--- src/rtl/branch_predict_unit.sv ---
// ============================================================================
//  Module   : branch_predict_unit
//  Purpose  : Direct-mapped BTB with 2-bit counters for next-PC prediction in
//             IF; EX-stage resolution with mispredict/redirect and statistics.
//  Revision : 1.0
// ============================================================================
`default_nettype none

module branch_predict_unit #(
    parameter int XLEN    = 32,
    parameter int ENTRIES = 16,
    parameter int CNT_W   = 32
) (
    input  logic             clk,
    input  logic             reset,
    input  logic [XLEN-1:0]  if_pc,
    output logic             pred_taken,
    output logic [XLEN-1:0]  pred_target,
    input  logic             ex_valid,
    input  logic             ex_is_branch,
    input  logic             ex_is_jump,
    input  logic [XLEN-1:0]  ex_pc,
    input  logic             ex_taken,
    input  logic [XLEN-1:0]  ex_target,
    input  logic             ex_pred_taken,
    input  logic [XLEN-1:0]  ex_pred_target,
    output logic             mispredict,
    output logic [XLEN-1:0]  redirect_pc,
    output logic [CNT_W-1:0] stat_branches,
    output logic [CNT_W-1:0] stat_mispred
);

    localparam int IDX_W = $clog2(ENTRIES);
    localparam int TAG_W = XLEN - IDX_W - 2;

    logic             valid_q  [ENTRIES];
    logic [TAG_W-1:0] tag_q    [ENTRIES];
    logic [XLEN-1:0]  target_q [ENTRIES];
    logic [1:0]       ctr_q    [ENTRIES];
    logic             isj_q    [ENTRIES];

    logic [CNT_W-1:0] branches_q, branches_d;
    logic [CNT_W-1:0] mispred_q,  mispred_d;

    logic [IDX_W-1:0] if_idx, ex_idx;
    logic [TAG_W-1:0] if_tag, ex_tag;
    logic             if_hit, ex_hit;
    logic             resolve, taken;
    logic [XLEN-1:0]  seq_pc;
    logic             unused_pc_bits;

    assign if_idx = if_pc[IDX_W+1:2];
    assign if_tag = if_pc[XLEN-1:IDX_W+2];
    assign ex_idx = ex_pc[IDX_W+1:2];
    assign ex_tag = ex_pc[XLEN-1:IDX_W+2];
    assign unused_pc_bits = ^{if_pc[1:0], ex_pc[1:0]};

    // Lookup reads only registered state, so a same-cycle update is not seen.
    assign if_hit      = valid_q[if_idx] && (tag_q[if_idx] == if_tag);
    assign pred_taken  = if_hit && (isj_q[if_idx] || ctr_q[if_idx][1]);
    assign pred_target = pred_taken ? target_q[if_idx] : '0;

    // Resolution is suppressed while reset is held so outputs read zero.
    assign resolve = ex_valid && (ex_is_branch || ex_is_jump) && !reset;
    assign taken   = ex_is_jump || ex_taken;
    assign seq_pc  = ex_pc + XLEN'(4);
    assign ex_hit  = valid_q[ex_idx] && (tag_q[ex_idx] == ex_tag);

    always_comb begin
        mispredict  = 1'b0;
        redirect_pc = '0;
        if (resolve && ((taken != ex_pred_taken) ||
                        (taken && (ex_target != ex_pred_target)))) begin
            mispredict  = 1'b1;
            redirect_pc = taken ? ex_target : seq_pc;
        end
    end

    always_comb begin
        branches_d = branches_q;
        mispred_d  = mispred_q;
        if (resolve)    branches_d = branches_q + CNT_W'(1);
        if (mispredict) mispred_d  = mispred_q + CNT_W'(1);
    end

    always_ff @(posedge clk or posedge reset) begin
        if (reset) begin
            for (int i = 0; i < ENTRIES; i++) begin
                valid_q[i]  <= 1'b0;
                tag_q[i]    <= '0;
                target_q[i] <= '0;
                ctr_q[i]    <= 2'b01;
                isj_q[i]    <= 1'b0;
            end
        end else if (resolve) begin
            if (ex_hit) begin
                if (taken) begin
                    target_q[ex_idx] <= ex_target;
                    if (ctr_q[ex_idx] != 2'b11) ctr_q[ex_idx] <= ctr_q[ex_idx] + 2'b01;
                end else if (ctr_q[ex_idx] != 2'b00) begin
                    ctr_q[ex_idx] <= ctr_q[ex_idx] - 2'b01;
                end
            end else if (taken) begin
                valid_q[ex_idx]  <= 1'b1;
                tag_q[ex_idx]    <= ex_tag;
                target_q[ex_idx] <= ex_target;
                ctr_q[ex_idx]    <= 2'b10;
                isj_q[ex_idx]    <= ex_is_jump;
            end
        end
    end

    always_ff @(posedge clk or posedge reset) begin
        if (reset) begin
            branches_q <= '0;
            mispred_q  <= '0;
        end else begin
            branches_q <= branches_d;
            mispred_q  <= mispred_d;
        end
    end

    assign stat_branches = branches_q;
    assign stat_mispred  = mispred_q;

endmodule

`default_nettype wire
--- config.mk ---
export PLATFORM = sky130hd
export DESIGN_NAME = branch_predict_unit
export DESIGN_NICKNAME = d
export VERILOG_FILES = /design/src/rtl/branch_predict_unit.sv
export SDC_FILE = /design/constraint.sdc
export NUM_CORES = 2
export LEC_CHECK = 0
export CAP_MARGIN = 15
export CORE_UTILIZATION = 38
export DETAILED_ROUTE_END_ITERATION = 8
export MAX_ROUTING_LAYER = met4
export PLACE_DENSITY = 0.6
export SLEW_MARGIN = 0
export SYNTH_ARGS = -nofsm -noshare
export SYNTH_HDL_FRONTEND = slang
export SYNTH_SLANG_ARGS = --single-unit
export TNS_END_PERCENT = 30
--- constraint.sdc ---
create_clock -name clk -period 51.8 [get_ports clk]
set_clock_uncertainty 0.2 [all_clocks]
set_input_delay 10.36 -clock clk [delete_from_list [all_inputs] [get_ports clk]]
set_output_delay 10.36 -clock clk [all_outputs]
set_load 0.01 [all_outputs]
After elaboration in Yosys (flattened, before gate mapping)
Cells that the tools add are included.

Add/sub/neg operators: 5. Order comparisons: 3. Equality and inequality tests: 6. Multiplexer cells: 46. Bitwise logic cells: 7. Reduce and logical (&&, ||, !) cells: 19.

Operators with widths (count): 512-bit bitwise mux (1); 416-bit bitwise mux (1); 32-bit 2-to-1 mux (11); 26-bit binary-select mux with 4-bit select (2); 26-bit 2-to-1 mux (5); 32-bit binary-select mux with 4-bit select (1); 32-bit demux with 4-bit select (1); 26-bit demux with 4-bit select (1); 32-bit by 1-bit adder with 32-bit output, second input constant (2); 32-bit bitwise mux (2); 26-bit == test (2); 32-bit by 3-bit adder with 32-bit output, second input constant (1); 32-bit != test (1); 16-bit bitwise OR (2); 16-bit AND (1); 2-bit binary-select mux with 4-bit select (2); 16-bit bitwise mux (1); 16-bit NOT (1); 1-bit binary-select mux with 4-bit select (3); 5-bit >= comparator, second input constant (2); 2-bit 2-to-1 mux (5); 4-bit NOT with 5-bit output (2); 2-bit demux with 4-bit select (1); 1-bit logical AND (8); other kinds (15) (27).

Bits in registers: 1056. Input port bits: 135. Output and inout port bits: 130. Word-level logic and storage cells: 168.

Logic depth before layout (Yosys ltp)
Word-level depth: 9. Mapped depth: 15. Depth with buffers taken out: 9.

Worst setup path before layout
No wires, ideal clock.

Kind: input-to-output. Start: input reset. End: output redirect_pc[23]. Data arrival time: 35.287 ns. Setup slack: 5.953 ns. Stages on the path: 7. Buffers on the path: 3. Path through: inv_1 o211a_1 clkbuf_1 o211ai_1 clkbuf_1 clkbuf_1 a311oi_1.

Longest elaborated chain between the ends: 4.

Ends and longest elaborated chain: start: declaration (line 15) `input logic reset,`; 1-bit zero test (no source line); 1-bit logical AND (line 64) `assign resolve = ex_valid && (ex_is_branch || ex_is_jump) && !reset;`; 1-bit logical AND (line 72) `if (resolve && ((taken != ex_pred_taken) ||`; 32-bit 2-to-1 mux (line 72); end: declaration (line 28) `output logic [XLEN-1:0] redirect_pc,`.

No other way between the ends.

Worst setup path after layout
Start: input if_pc[2]. End: output pred_target[19].

Longest elaborated chain between the ends: 8. Elaborated cells on any way between the ends: 21.

Ends and longest elaborated chain: start: declaration (line 16) `input logic [XLEN-1:0] if_pc,`; 4-bit NOT with 5-bit output (not written as such) (*) (line 59, 60, 61); 26-bit binary-select mux with 4-bit select (line 59) `assign if_hit = valid_q[if_idx] && (tag_q[if_idx] == if_tag);`; 26-bit 2-to-1 mux (not written as such) (2 in series) (line 59); 26-bit == test (line 59); 1-bit logical AND (line 59); 1-bit logical AND (line 60) `assign pred_taken = if_hit && (isj_q[if_idx] || ctr_q[if_idx][1]);`; 32-bit 2-to-1 mux (*) (line 61) `assign pred_target = pred_taken ? target_q[if_idx] : '0;`; end: declaration (line 18) `output logic [XLEN-1:0] pred_target,`.

Mark *: on every way between the ends. The rest lies on a longest branch, timed or not. The select of a mux whose other input is x is not followed.

==> key figures <==
STA
  – RSZ-0062 raised after global routing: false
  – Min cycle time layout: 27,020 ps
  – Crit share post-route: 52.2%
  – Worst-Margin Slew: 1080 ps
  – Slew HR: 28.3%
  – Final Max Slew Viols: 0
  – Setup TNS: 0 ps
  – Final Hold Viols: 0
  – Maximum clock frequency: 0.0370 GHz
  – Final Hold Slack: 272 ps
  – Setup violators final: 0

Synth
  – Yosys reg bits: 1,056
  – Most instantiated library cell after synthesis: dfrtp_1
  – Synth area leader: dfrtp_1
  – Asr flop ratio synth: 100%
  – Post-synth EDFFs: 0
  – Syn_area_per_cell: 14.6 µm²
  – Yosys top cell area share: 48.5%
  – Top_reg_cell synth: dfrtp_1
  – Synth unique cells: 70
  – Yosys warnings: 0
  – Seq/Total Area, Yosys: 49.3%
  – Largest cells by area after synthesis: dfrtp_1, mux2_2, mux4_2, xnor2_1, clkbuf_1
  – Post-Synthesis Cell Area: 53,700 µm²
  – Syn nets: 3,815
  – Commonest cells in the netlist: dfrtp_1, mux2_2, mux4_2, clkbuf_1, nand2_1
  – Mapped Cells: 3,672

Layout
  – FILL cells: 12,654
  – Layout cells sized above 1: 41.7%
  – Final #Nets: 3,949
  – Area growth syn-to-layout: 15.5%

CTS
  – Clock Pin Slew Worst Setup and Hold Paths: 60 ps
  – Htree depth: 3
  – CTS Sinks: 1,056
  – Num CTS Buffers: 117
  – CTS Buffer Depth: 3
  – Post-CTS Resized: 0
  – # hold bufs at CTS: 0
  – Clk_lat worst skew: 770 ps
  – Setup bufs post-CTS: 0
  – CTS tree: done
  – Root buffer cell: clkbuf_16

Pwr
  – Logic pwr share: 16.6%
  – Int Power: 1.67 mW
  – Switching Share: 26.4%
  – Sw Pwr: 599 µW
  – Max VDD drop: 0.0300 mV
  – Leakage: 27.3 nW
  – Clk pwr share: 38.3%
  – Flop pwr share: 45.2%
  – P per Cell Area: 36.6 nW/µm²

Route
  – DRC viols: 0
  – Post-route ant nets: 0
  – Detailed Route WL: 161,000 µm
  – Iteration-0 DRC count of the detailed router: 2,903
  – DR pass1 iterations: 5
  – WL/cell: 27.8 µm
  – Via count: 33,264
  – Vias per Instance: 5.75

Global routing
  – First-pass GRT wire length: 239,000 µm
  – Gr usage total: 23.5%
  – Largest net degree at the start of global routing: 155
  – Vias in the first global route: 34,261
  – Antenna violations before repair: 7
  – Grt ovf: 0

Floorplanning
  – Die ar.: 143,000 µm²
  – IO Pins: 265
  – Core ar.: 140,000 µm²
  – Row count: 137
  – Chip width: 378 µm
  – DIE HEIGHT: 378 µm
  – Initial Util: 38.4%

Placement
  – Port bufs: 262
  – Dpl hpwl: 95,500 µm
  – GP Congestion: 0.811

Worst setup path
  – Arr. time, crit path: 16,460 ps
  – Crit Path Max Fanout: 66
  – Crit Path Category: in2out
  – Crit end category: primary output
  – Req. time, crit path: 41,240 ps
  – Startpoint types: input pin

Worst hold path
  – Hold crit path type: reg2reg

Job
  – Max-Cap Viols: 0

Outcome
  – Status: complete, no violations
## worst max-delay path, cell delays in order
cell             delay (ps)
buf_8                   580
buf_4                   810
buf_4                   900
mux4_2                  590
mux4_2                  560
xnor2_1                 160
nand3_1                 170
nor3_1                  510
nand4_1                 210
buf_4                   330
nor2b_1                 480
clkdlybuf4s50_1         630
## area by class of cell
type,instances,area [µm²],share of cell area (%)
Antenna cell,4,10.0,0.0161
Clock buffer,184,3560,5.74
Clock inverter,38,518,0.835
Inverter,21,86.3,0.139
Multi-Input combinational cell,2246,25600,41.3
Sequential cell,1056,26400,42.6
Tap cell,1876,2350,3.79
Timing Repair Buffer,364,3450,5.57
## cell usage in the layout, fill, tap and decap left out, drive strengths merged, types with 14 or more instances in the layout
master         netlist  layout
nand2              180     180
o21ai               27      27
buf                122     109
a21oi               14      14
xor2                54      54
mux2i               72      72
a211oi              29      29
inv                 20      20
mux2               942     942
nor3                16      16
nand3               57      57
dfrtp             1040    1040
nor2b               45      45
mux4               388     388
dfstp               16      16
clkdlybuf4s50        0     254
nor2                80      80
and3                16      16
clkbuf             227     185
nand2b              25      25
xnor2              119     119
clkinv               1      28
nand4               39      39
## logic make-up after synthesis
family                     Yosys count  share of synthesized area (%)
AOI/OAI and AO/OA                  150                           1.99
xor gates and xnor gates           173                           2.84
adders and majority gates            8                          0.186
buffers and inverters              370                           3.25
DFF                               1056                           49.3
muxes                             1402                           37.6
and+or+nand+nor                    513                           4.89
## sequential cells by signal, summed over array words and instances, names as in the netlist
register / cells
stat_mispred: 32
ctr_q: 32
isj_q: 16
target_q: 512
stat_branches: 32
valid_q: 16
tag_q: 416
## worst paths after layout
check | from | end | slack [ps] | cells past startpoint
max in group asynchronous | reset | tag_q[330] | 38320 | 5
min in group asynchronous | reset | stat_mispred[18] | 9900 | 2
max | if_pc[2] | pred_target[19] | 24780 | 12
max reg2reg | tag_q[196] | ctr_q[1] | 46450 | 9
min | stat_branches[31] | stat_branches[31] | 270 | 1
min reg2reg | stat_branches[31] | stat_branches[31] | 270 | 1
## metrics by stage
step / power (mW) / instance area [µm²] / cells / utilization (%) / worst slack [ps]
2_1_floorplan: 1.30 / 53700 / 3672 / - / 5950
3_3_place_gp: 1.40 / 57900 / 5562 / 41.4 / 24550
3_5_place_dp: 1.41 / 57900 / 5562 / 41.4 / 24580
4_1_cts: 2.28 / 62000 / 5784 / 44.3 / 24570
5_1_grt: 2.36 / 62000 / 5789 / 44.3 / 24360
6_report: 2.27 / 62000 / 5789 / 44.3 / 24780
## routing by layer
metal	part of all wire, %	GRT usage (%)
met1	46	33.5
met2	45	34.8
met3	6.2	4.12
met4	2.1	5.71
met5	0	-
## power groups by stage
stage / sequential, mW / clock (mW) / combinational [mW]
final: 1.02 / 0.868 / 0.375
after global routing: 1.04 / 0.915 / 0.404
after CTS: 1.02 / 0.884 / 0.379
after detailed placement: 1.04 / 0 / 0.378
after global placement: 1.03 / 0 / 0.371
after floorplan: 1.02 / 0 / 0.280
Note: power is estimated with default switching activity, not from simulation.
